## src/rtl/display_scan_if.sv

```systemverilog
// Bus bundle between the counter/score logic and the display sequencer.
//   value  : unsigned binary value to display
//   load   : request, accepted when load && !busy
//   busy   : conversion in progress
//   ovf    : last accepted value exceeded the displayable range (sticky)
//   seg    : segments {g,f,e,d,c,b,a}, active-high
//   dig_en : one-hot digit select, 01=units, 10=tens
// master drives value/load; slave (the sequencer) drives the rest.
interface display_scan_if;
    logic [7:0] value;
    logic       load;
    logic       busy;
    logic       ovf;
    logic [6:0] seg;
    logic [1:0] dig_en;

    modport master (
        output value,
        output load,
        input  busy,
        input  ovf,
        input  seg,
        input  dig_en
    );

    modport slave (
        input  value,
        input  load,
        output busy,
        output ovf,
        output seg,
        output dig_en
    );
endinterface

```

## src/rtl/display_scan_ctrl.sv

```systemverilog
// Two-digit 7-segment display sequencer.
// Accepts an 8-bit value through a load handshake, splits it into tens and
// units by repeated subtract-by-10, commits both digits at once and
// time-multiplexes them onto one shared segment bus.
// Ports:
//   clk    : system clock, rising edge
//   rst_n  : asynchronous active-low reset
//   bus    : display_scan_if.slave (value, load, busy, ovf, seg, dig_en)
module display_scan_ctrl #(
    parameter int REFRESH_DIV = 50000,
    parameter int MAX_VAL     = 81,
    parameter bit BLANK_LEAD  = 1'b0
) (
    input  logic                 clk,
    input  logic                 rst_n,
    display_scan_if.slave        bus
);

    localparam int         CNT_W = (REFRESH_DIV > 2) ? $clog2(REFRESH_DIV) : 1;
    localparam logic [7:0] MAX_V = 8'(MAX_VAL);
    localparam logic [CNT_W-1:0] CNT_LAST = CNT_W'(REFRESH_DIV - 1);

    typedef enum logic [1:0] {IDLE, CONV, COMMIT} state_t;

    state_t            state;
    logic [7:0]        rem;
    logic [3:0]        tcnt;
    logic              ovf_pend;
    logic              busy;
    logic              ovf;
    logic [3:0]        tens;
    logic [3:0]        units;

    logic [CNT_W-1:0]  cnt;
    logic              slot;      // 0 = units, 1 = tens
    logic [6:0]        seg;
    logic [1:0]        dig_en;

    logic              wrap;
    logic              next_slot;
    logic [6:0]        seg_next;

    function automatic logic [6:0] seg_code(input logic [3:0] d);
        logic [6:0] s;
        case (d)
            4'd0:    s = 7'b0111111;
            4'd1:    s = 7'b0000110;
            4'd2:    s = 7'b1011011;
            4'd3:    s = 7'b1001111;
            4'd4:    s = 7'b1100110;
            4'd5:    s = 7'b1101101;
            4'd6:    s = 7'b1111101;
            4'd7:    s = 7'b0000111;
            4'd8:    s = 7'b1111111;
            4'd9:    s = 7'b1101111;
            default: s = 7'b0000000;
        endcase
        return s;
    endfunction

    // Conversion FSM. Digits change only in COMMIT so the display never
    // shows a mix of old and new digits.
    always_ff @(posedge clk or negedge rst_n) begin
        if (!rst_n) begin
            state    <= IDLE;
            rem      <= 8'd0;
            tcnt     <= 4'd0;
            ovf_pend <= 1'b0;
            busy     <= 1'b0;
            ovf      <= 1'b0;
            tens     <= 4'd0;
            units    <= 4'd0;
        end else begin
            case (state)
                IDLE: begin
                    if (bus.load && !busy) begin
                        rem  <= bus.value;
                        tcnt <= 4'd0;
                        busy <= 1'b1;
                        if (bus.value > MAX_V) begin
                            ovf_pend <= 1'b1;
                            state    <= COMMIT;
                        end else begin
                            ovf_pend <= 1'b0;
                            state    <= CONV;
                        end
                    end
                end
                CONV: begin
                    if (rem >= 8'd10) begin
                        rem  <= rem - 8'd10;
                        tcnt <= tcnt + 4'd1;
                    end else begin
                        state <= COMMIT;
                    end
                end
                COMMIT: begin
                    // On overflow the previous digits are retained but blanked.
                    if (ovf_pend) begin
                        ovf <= 1'b1;
                    end else begin
                        ovf   <= 1'b0;
                        tens  <= tcnt;
                        units <= rem[3:0];
                    end
                    busy  <= 1'b0;
                    state <= IDLE;
                end
                default: begin
                    state <= IDLE;
                    busy  <= 1'b0;
                end
            endcase
        end
    end

    // Segment content is re-evaluated every cycle for the slot that will be
    // active after this edge, so a commit shows up one edge later without
    // disturbing the slot timing.
    always_comb begin
        wrap      = (cnt == CNT_LAST);
        next_slot = slot ^ wrap;
        seg_next  = 7'b0000000;
        if (ovf) begin
            seg_next = 7'b0000000;
        end else if (next_slot) begin
            if (BLANK_LEAD && (tens == 4'd0))
                seg_next = 7'b0000000;
            else
                seg_next = seg_code(tens);
        end else begin
            seg_next = seg_code(units);
        end
    end

    // Refresh scan
    always_ff @(posedge clk or negedge rst_n) begin
        if (!rst_n) begin
            cnt    <= '0;
            slot   <= 1'b0;
            dig_en <= 2'b01;
            seg    <= 7'b0111111;
        end else begin
            cnt    <= wrap ? '0 : cnt + 1'b1;
            slot   <= next_slot;
            dig_en <= next_slot ? 2'b10 : 2'b01;
            seg    <= seg_next;
        end
    end

    assign bus.busy   = busy;
    assign bus.ovf    = ovf;
    assign bus.seg    = seg;
    assign bus.dig_en = dig_en;

endmodule

```

## src/flat_wrapper.sv

```systemverilog
// flat-port wrapper written by rule: the top's interface ports become plain ports
module display_scan_ctrl_flat 
#(
    parameter int REFRESH_DIV = 50000,
    parameter int MAX_VAL     = 81,
    parameter bit BLANK_LEAD  = 1'b0
)
  (clk, rst_n, bus_value, bus_load, bus_busy, bus_ovf, bus_seg, bus_dig_en);
  display_scan_if bus_i ();
  input  logic clk;
  input  logic rst_n;
  input wire logic [$bits(bus_i.value)-1:0] bus_value;
  input wire logic [$bits(bus_i.load)-1:0] bus_load;
  output wire logic [$bits(bus_i.busy)-1:0] bus_busy;
  output wire logic [$bits(bus_i.ovf)-1:0] bus_ovf;
  output wire logic [$bits(bus_i.seg)-1:0] bus_seg;
  output wire logic [$bits(bus_i.dig_en)-1:0] bus_dig_en;
  assign bus_i.value = bus_value;
  assign bus_i.load = bus_load;
  assign bus_busy = bus_i.busy;
  assign bus_ovf = bus_i.ovf;
  assign bus_seg = bus_i.seg;
  assign bus_dig_en = bus_i.dig_en;
  display_scan_ctrl #(.REFRESH_DIV(REFRESH_DIV), .MAX_VAL(MAX_VAL), .BLANK_LEAD(BLANK_LEAD)) u_core (.clk(clk), .rst_n(rst_n), .bus(bus_i));
endmodule
```

## config.mk

```make
export PLATFORM = sky130hd
export DESIGN_NAME = display_scan_ctrl_flat
export DESIGN_NICKNAME = d
export VERILOG_FILES = /design/src/rtl/display_scan_if.sv /design/src/rtl/display_scan_ctrl.sv /design/src/flat_wrapper.sv
export SDC_FILE = /design/constraint.sdc
export NUM_CORES = 1
export LEC_CHECK = 0
export CAP_MARGIN = 30
export CORE_AREA = 3 3 109 111
export CTS_BUF_LIST = sky130_fd_sc_hd__clkbuf_2
export CTS_CLUSTER_DIAMETER = 40
export DETAILED_ROUTE_END_ITERATION = 12
export DIE_AREA = 0 0 112 114
export SETUP_SLACK_MARGIN = 0.4
export SLEW_MARGIN = 20
export SYNTH_ARGS = -nofsm -noshare
export SYNTH_HDL_FRONTEND = slang
export SYNTH_SLANG_ARGS = --single-unit
```

## constraint.sdc

```tcl
create_clock -name clk -period 4.8 [get_ports clk]
set_input_delay 0.96 -clock clk [delete_from_list [all_inputs] [get_ports clk]]
set_output_delay 0.96 -clock clk [all_outputs]
set_load 0.03 [all_outputs]
```

==> Word-level counts from Yosys, hierarchy flattened <==
Memories as Yosys holds them, arrays and structs flattened.
Index checks and enable logic that the tools add are counted.
{ "op_classes": {"addsub": 3, "n_eq_ne": 6, "n_mux": 18, "n_reduce_logical": 9, "bitwise": 3, "magnitude_cmp": 2} }
{ "ops": {"columns": ["cell", "count"], "rows": [
  ["adder 16 x 1 -> 16 bit (second input constant)", 1],
  ["== test 16 bit (second input constant)", 1],
  ["2-to-1 mux 16 bit", 1],
  ["2-to-1 mux 8 bit", 2],
  ["one-hot mux 8 bit (2 select lines)", 1],
  ["2-to-1 mux 7 bit", 2],
  [">= comparator 8 x 4 -> 1 bit (second input constant)", 1],
  ["> comparator 8 x 7 -> 1 bit (second input constant)", 1],
  ["2-to-1 mux 2 bit", 4],
  ["2-to-1 mux 4 bit", 2],
  ["one-hot mux 4 bit (2 select lines)", 1],
  ["AND reduction 2 bit", 4],
  ["subtractor 8 x 4 -> 8 bit (second input constant)", 1],
  ["adder 4 x 1 -> 4 bit (second input constant)", 1],
  ["!= test 2 x 1 -> 1 bit (second input constant)", 2],
  ["one-hot mux 2 bit (2 select lines)", 1],
  ["2-to-1 mux 1 bit", 3],
  ["AND reduction 3 bit", 1],
  ["== test 2 x 1 -> 1 bit (second input constant)", 1],
  ["== test 2 bit (second input constant)", 1],
  ["logical NOT 2 bit", 1],
  ["!= test 2 bit (second input constant)", 1],
  ["NOT 1 bit", 2],
  ["one-hot mux 1 bit (2 select lines)", 1],
  ["other kinds (4)", 4]
]} }
{ "totals": {"mem_count": 2, "reg_bits": 51, "romBits": 224, "elab_cells": 55} }
{ "mem_list": {"columns": ["name", "words", "word_bits", "rd", "rd_ports_with_merged_regs", "write_ports", "line_no", "text"], "rows": [
  ["(no name shown)", 16, 7, 1, 0, 0, "display_scan_ctrl.sv:45", "case (d)"],
  ["(no name shown)", 16, 7, 1, 0, 0, "display_scan_ctrl.sv:45", null]
]} }

==> Longest topological paths before layout <==
{ "logic_depth": {"word_depth": 4, "depth_mapped": 6, "mapped_depth_nobuf": 6} }

==> Least setup slack after synthesis <==
No wires, ideal clock.
{ "synth_timing": {"kind": "input to register", "startpoint": "input port bus_load", "endpoint": "register u_core.rem[4]", "path_slack_ps": 2644, "setup_time_ps": 120, "stages": 5, "arrival_ps": 2036, "cell_sequence": "or4b_2 clkbuf_1 nor2_1 a31oi_1 and3_1"} }
{ "synth_between": {"elab_chain_cells": 3} }
{ "synth_rtl": {"columns": ["element", "line_no", "text"], "rows": [
  ["start: declaration", "flat_wrapper.sv:13", "input wire logic [$bits(bus_i.load)-1:0] bus_load;"],
  ["logical AND 1 bit", "display_scan_ctrl.sv:76", "if (bus.load && !busy) begin"],
  ["!= test 2 x 1 -> 1 bit (no line)", null, null],
  ["AND reduction 3 bit (no line)", null, null],
  ["end signal: assignment", "display_scan_ctrl.sv:77", "rem <= bus.value;"],
  ["end signal: assignment", "display_scan_ctrl.sv:91", "rem <= rem - 8'd10;"],
  ["end: declaration", "display_scan_ctrl.sv:26", "logic [7:0] rem;"]
]} }
No other way between the ends.
A chain may end at the register's enable or synchronous reset.

==> Final worst setup path <==
{ "layout_timing": {"startpoint": "register u_core.seg[3] (netlist: u_core.bus.seg[3])", "endpoint": "output port bus_seg[3]"} }
{ "layout_lines": {"columns": ["element", "line_no", "text"], "rows": [
  ["start: declaration", "display_scan_ctrl.sv:36", "logic [6:0] seg;"],
  ["start signal: assignment", "display_scan_ctrl.sv:147", "seg <= seg_next;"],
  ["end: declaration", "flat_wrapper.sv:16", "output wire logic [$bits(bus_i.seg)-1:0] bus_seg;"]
]} }
No word-level cell between the ends.

==> metrics.txt <==
cts-stage hold buffer count=0; f_max=380 MHz; count of flip-flops with a built-in enable after synthesis=0; crit path buf inv count=1; CP max stage delay=about 0.66 ns; Pre-Repair DR Iteration Count=4; Pwr Total=1.45 mW; Core Area=approximately 11000 sq um; area leader, netlist=dfrtp_1; final setup vio count=0; Power Dens Cells=between 400 and 500 nW/um^2; Die Area=12800 sq um; cell count after synthesis=270; min-delay worst type=flip-flop to flip-flop; Yosys cell types=57; Post-synth top cells=dfrtp_1 (43), nand2_1 (23), inv_1 (18), nor2_1 (18), o21ai_0 (16); clock root buffer=clkbuf_2; Port Buffers=21; Top FF cell, synth=dfrtp_1; r2r startpoint=u_core.cnt[10]; gr usage total=0.0902; Cell Area, Synth=approximately 2700 sq um; Max Slew Vio Count=0; initial core utilization=0.250; Layout fillers=1149; CTS tree=done; Worst EP required=between 3 and 4 ns; initial antenna violation count=0; max-cap violation count=0; row count=38; Detailed Route Iter0 Violations=approximately 120; Fin. Hold Viols=0; Die Height=between 100 and 150 um; post-route antenna net violation count=0; crit path cell chain=clkdlybuf4s50_1; CTS clock-pin slew for the worst setup and hold paths=0.26 ns; Seq/Total Area, Yosys=0.464; area grow syn2layout=14.1%; postcts setup bufs=0; Post-DP HPWL=roughly 4 mm; Crit Path Category=flip-flop to output port; Ys Warns=0; share of cells above drive strength 1=0.117; nets@finish=313; ranking of synthesized cells by area=dfrtp_1 (40%), dfstp_2 (6.8%), ha_1 (6.0%); Slew headroom=0.364; DR vias=between 2000 and 2500; clock latency on the worst-skew pair=between 0.4 and 0.5 ns; post-CTS sizing=0; num ports=22; maximum buffer depth of the clock tree=2; WL final=about 5.5 mm; Remaining Overflow, GRT=0; crit path from=u_core.bus.seg[3]; crit path DAT=between 1.5 and 2 ns; count of state elements after synthesis=50; first-pass GRT wire length=approximately 9.5 mm; CP top delay family=buffers and inverters; Slew @ Worst Pin=between 0.9 and 1 ns; Die W=between 100 and 150 um; minimum clock period=2.63 ns; total negative setup slack=0 ns; pin count of the biggest net entering global routing=51; via/cell ratio=around 4.7; final hold slack=0.502 ns; Max IR drop VDD=0.201 mV; asr flop ratio synth=1.00; placed cell area=3060 sq um; status=finished, final reports clean; Num Clock Sinks=50; Worst Skew=0.0184 ns; cell with the most instances after synthesis=dfrtp_1; RSZ-0062 raised after global routing=no; crit path max fanout=1; period utilization=0.548; LEAKAGE=approximately 1.3 nW; H-tree Lvls=2; Worst Slack Setup Final=2.17 ns; Design Area, Final=a little over 3000 sq um; vias in the first global route=about 2000; Startpoint Class=flip-flop; syn_nets=between 200 and 300; wire per inst=about 13 um; HP Start=u_core.cnt[15]; slowest cell on the critical path=clkdlybuf4s50_1; Critical Path End Type=output port; synthesized area per cell=between 10 and 15 sq um; pre-CTS setup slack=just over 2 ns; share of the synthesized area in the top cell type=0.396; routability cong.=0.755; # DRC=0; Num CTS Buffers=5; Ant. Diodes=0
==> routing by layer <==
layer	up-vias	GRT usage	routed length (um)
li1	991	-	-
met1	966	0.121	2680
met2	38	0.145	2480
met3	9	0.0244	247
met4	0	0.0240	73
met5	-	0	0
==> power breakdown <==
| group | internal [mW] | total, mW | switching, mW | leakage (nW) |
|---|---|---|---|---|
| combinational | 0.272 | 0.610 | 0.339 | 0.696 |
| clock | 0.0332 | 0.171 | 0.138 | 0.0264 |
| sequential | 0.548 | 0.664 | 0.116 | 0.618 |
==> sequential cells by signal, summed over array words and instances (netlist names) <==
signal,cells
u_core.units,4
u_core.tcnt,4
u_core.rem,8
u_core.bus.seg,7
u_core.bus.busy,1
u_core.tens,4
u_core.ovf_pend,1
u_core.state,2
u_core.cnt,16
u_core.bus.dig_en,2
u_core.bus.ovf,1
==> logic make-up after synthesis <==
kind of cell | Yosys count | share of synthesized area
and+or+nand+nor | 89 | 0.180
AOI/OAI and AO/OA | 60 | 0.146
DFF | 50 | 0.464
buffers and inverters | 29 | 0.0428
muxes | 16 | 0.0631
xor gates and xnor gates | 13 | 0.0447
adders and majority gates | 13 | 0.0599
==> layout by cell type, fill, tap and decap left out, types with 5 or more instances in the layout <==
cell type | Yosys | routed
clkdlybuf4s50_1 | 0 | 20
nand3_1 | 10 | 10
dfstp_2 | 7 | 7
dfrtp_1 | 43 | 43
nor2_1 | 18 | 18
nand2b_1 | 12 | 12
nand2_1 | 23 | 23
inv_1 | 18 | 18
mux2i_1 | 7 | 7
clkbuf_2 | 0 | 5
ha_1 | 13 | 13
a21oi_1 | 9 | 9
mux2_2 | 8 | 8
o21ai_0 | 16 | 16
o22ai_1 | 7 | 7
xor2_1 | 6 | 6
xnor2_1 | 6 | 6
==> worst paths after layout <==
check                                    endpoint  slack, ns  cells after the start
max in group asynchronous           u_core.rem[3]       3.79                      2
worst max-delay path                   bus_seg[3]       2.17                      1
worst min register to register     u_core.cnt[15]       0.50                      1
worst max register to register  u_core.bus.seg[6]       2.39                      4
min in group asynchronous          u_core.cnt[13]       0.57                      2
worst min-delay path               u_core.cnt[15]       0.50                      1
==> metrics by stage <==
| step | cells | utilization |
|---|---|---|
| floorplan | 270 | - |
| global placement | 422 | 0.281 |
| detailed placement | 422 | 0.281 |
| CTS | 430 | 0.285 |
| global route | 430 | 0.285 |
| finish | 430 | 0.285 |
==> layout make-up <==
class	count	area, sq um	share of cell area
Clock inverter	3	16.3	0.00524
Timing Repair Buffer	22	213	0.0686
Multi-Input combinational cell	191	1340	0.432
Clock buffer	5	25.0	0.00807
Inverter	19	71.3	0.0230
Tap cell	140	175	0.0565
Sequential cell	50	1260	0.406
(Power assumes the default switching activity.)
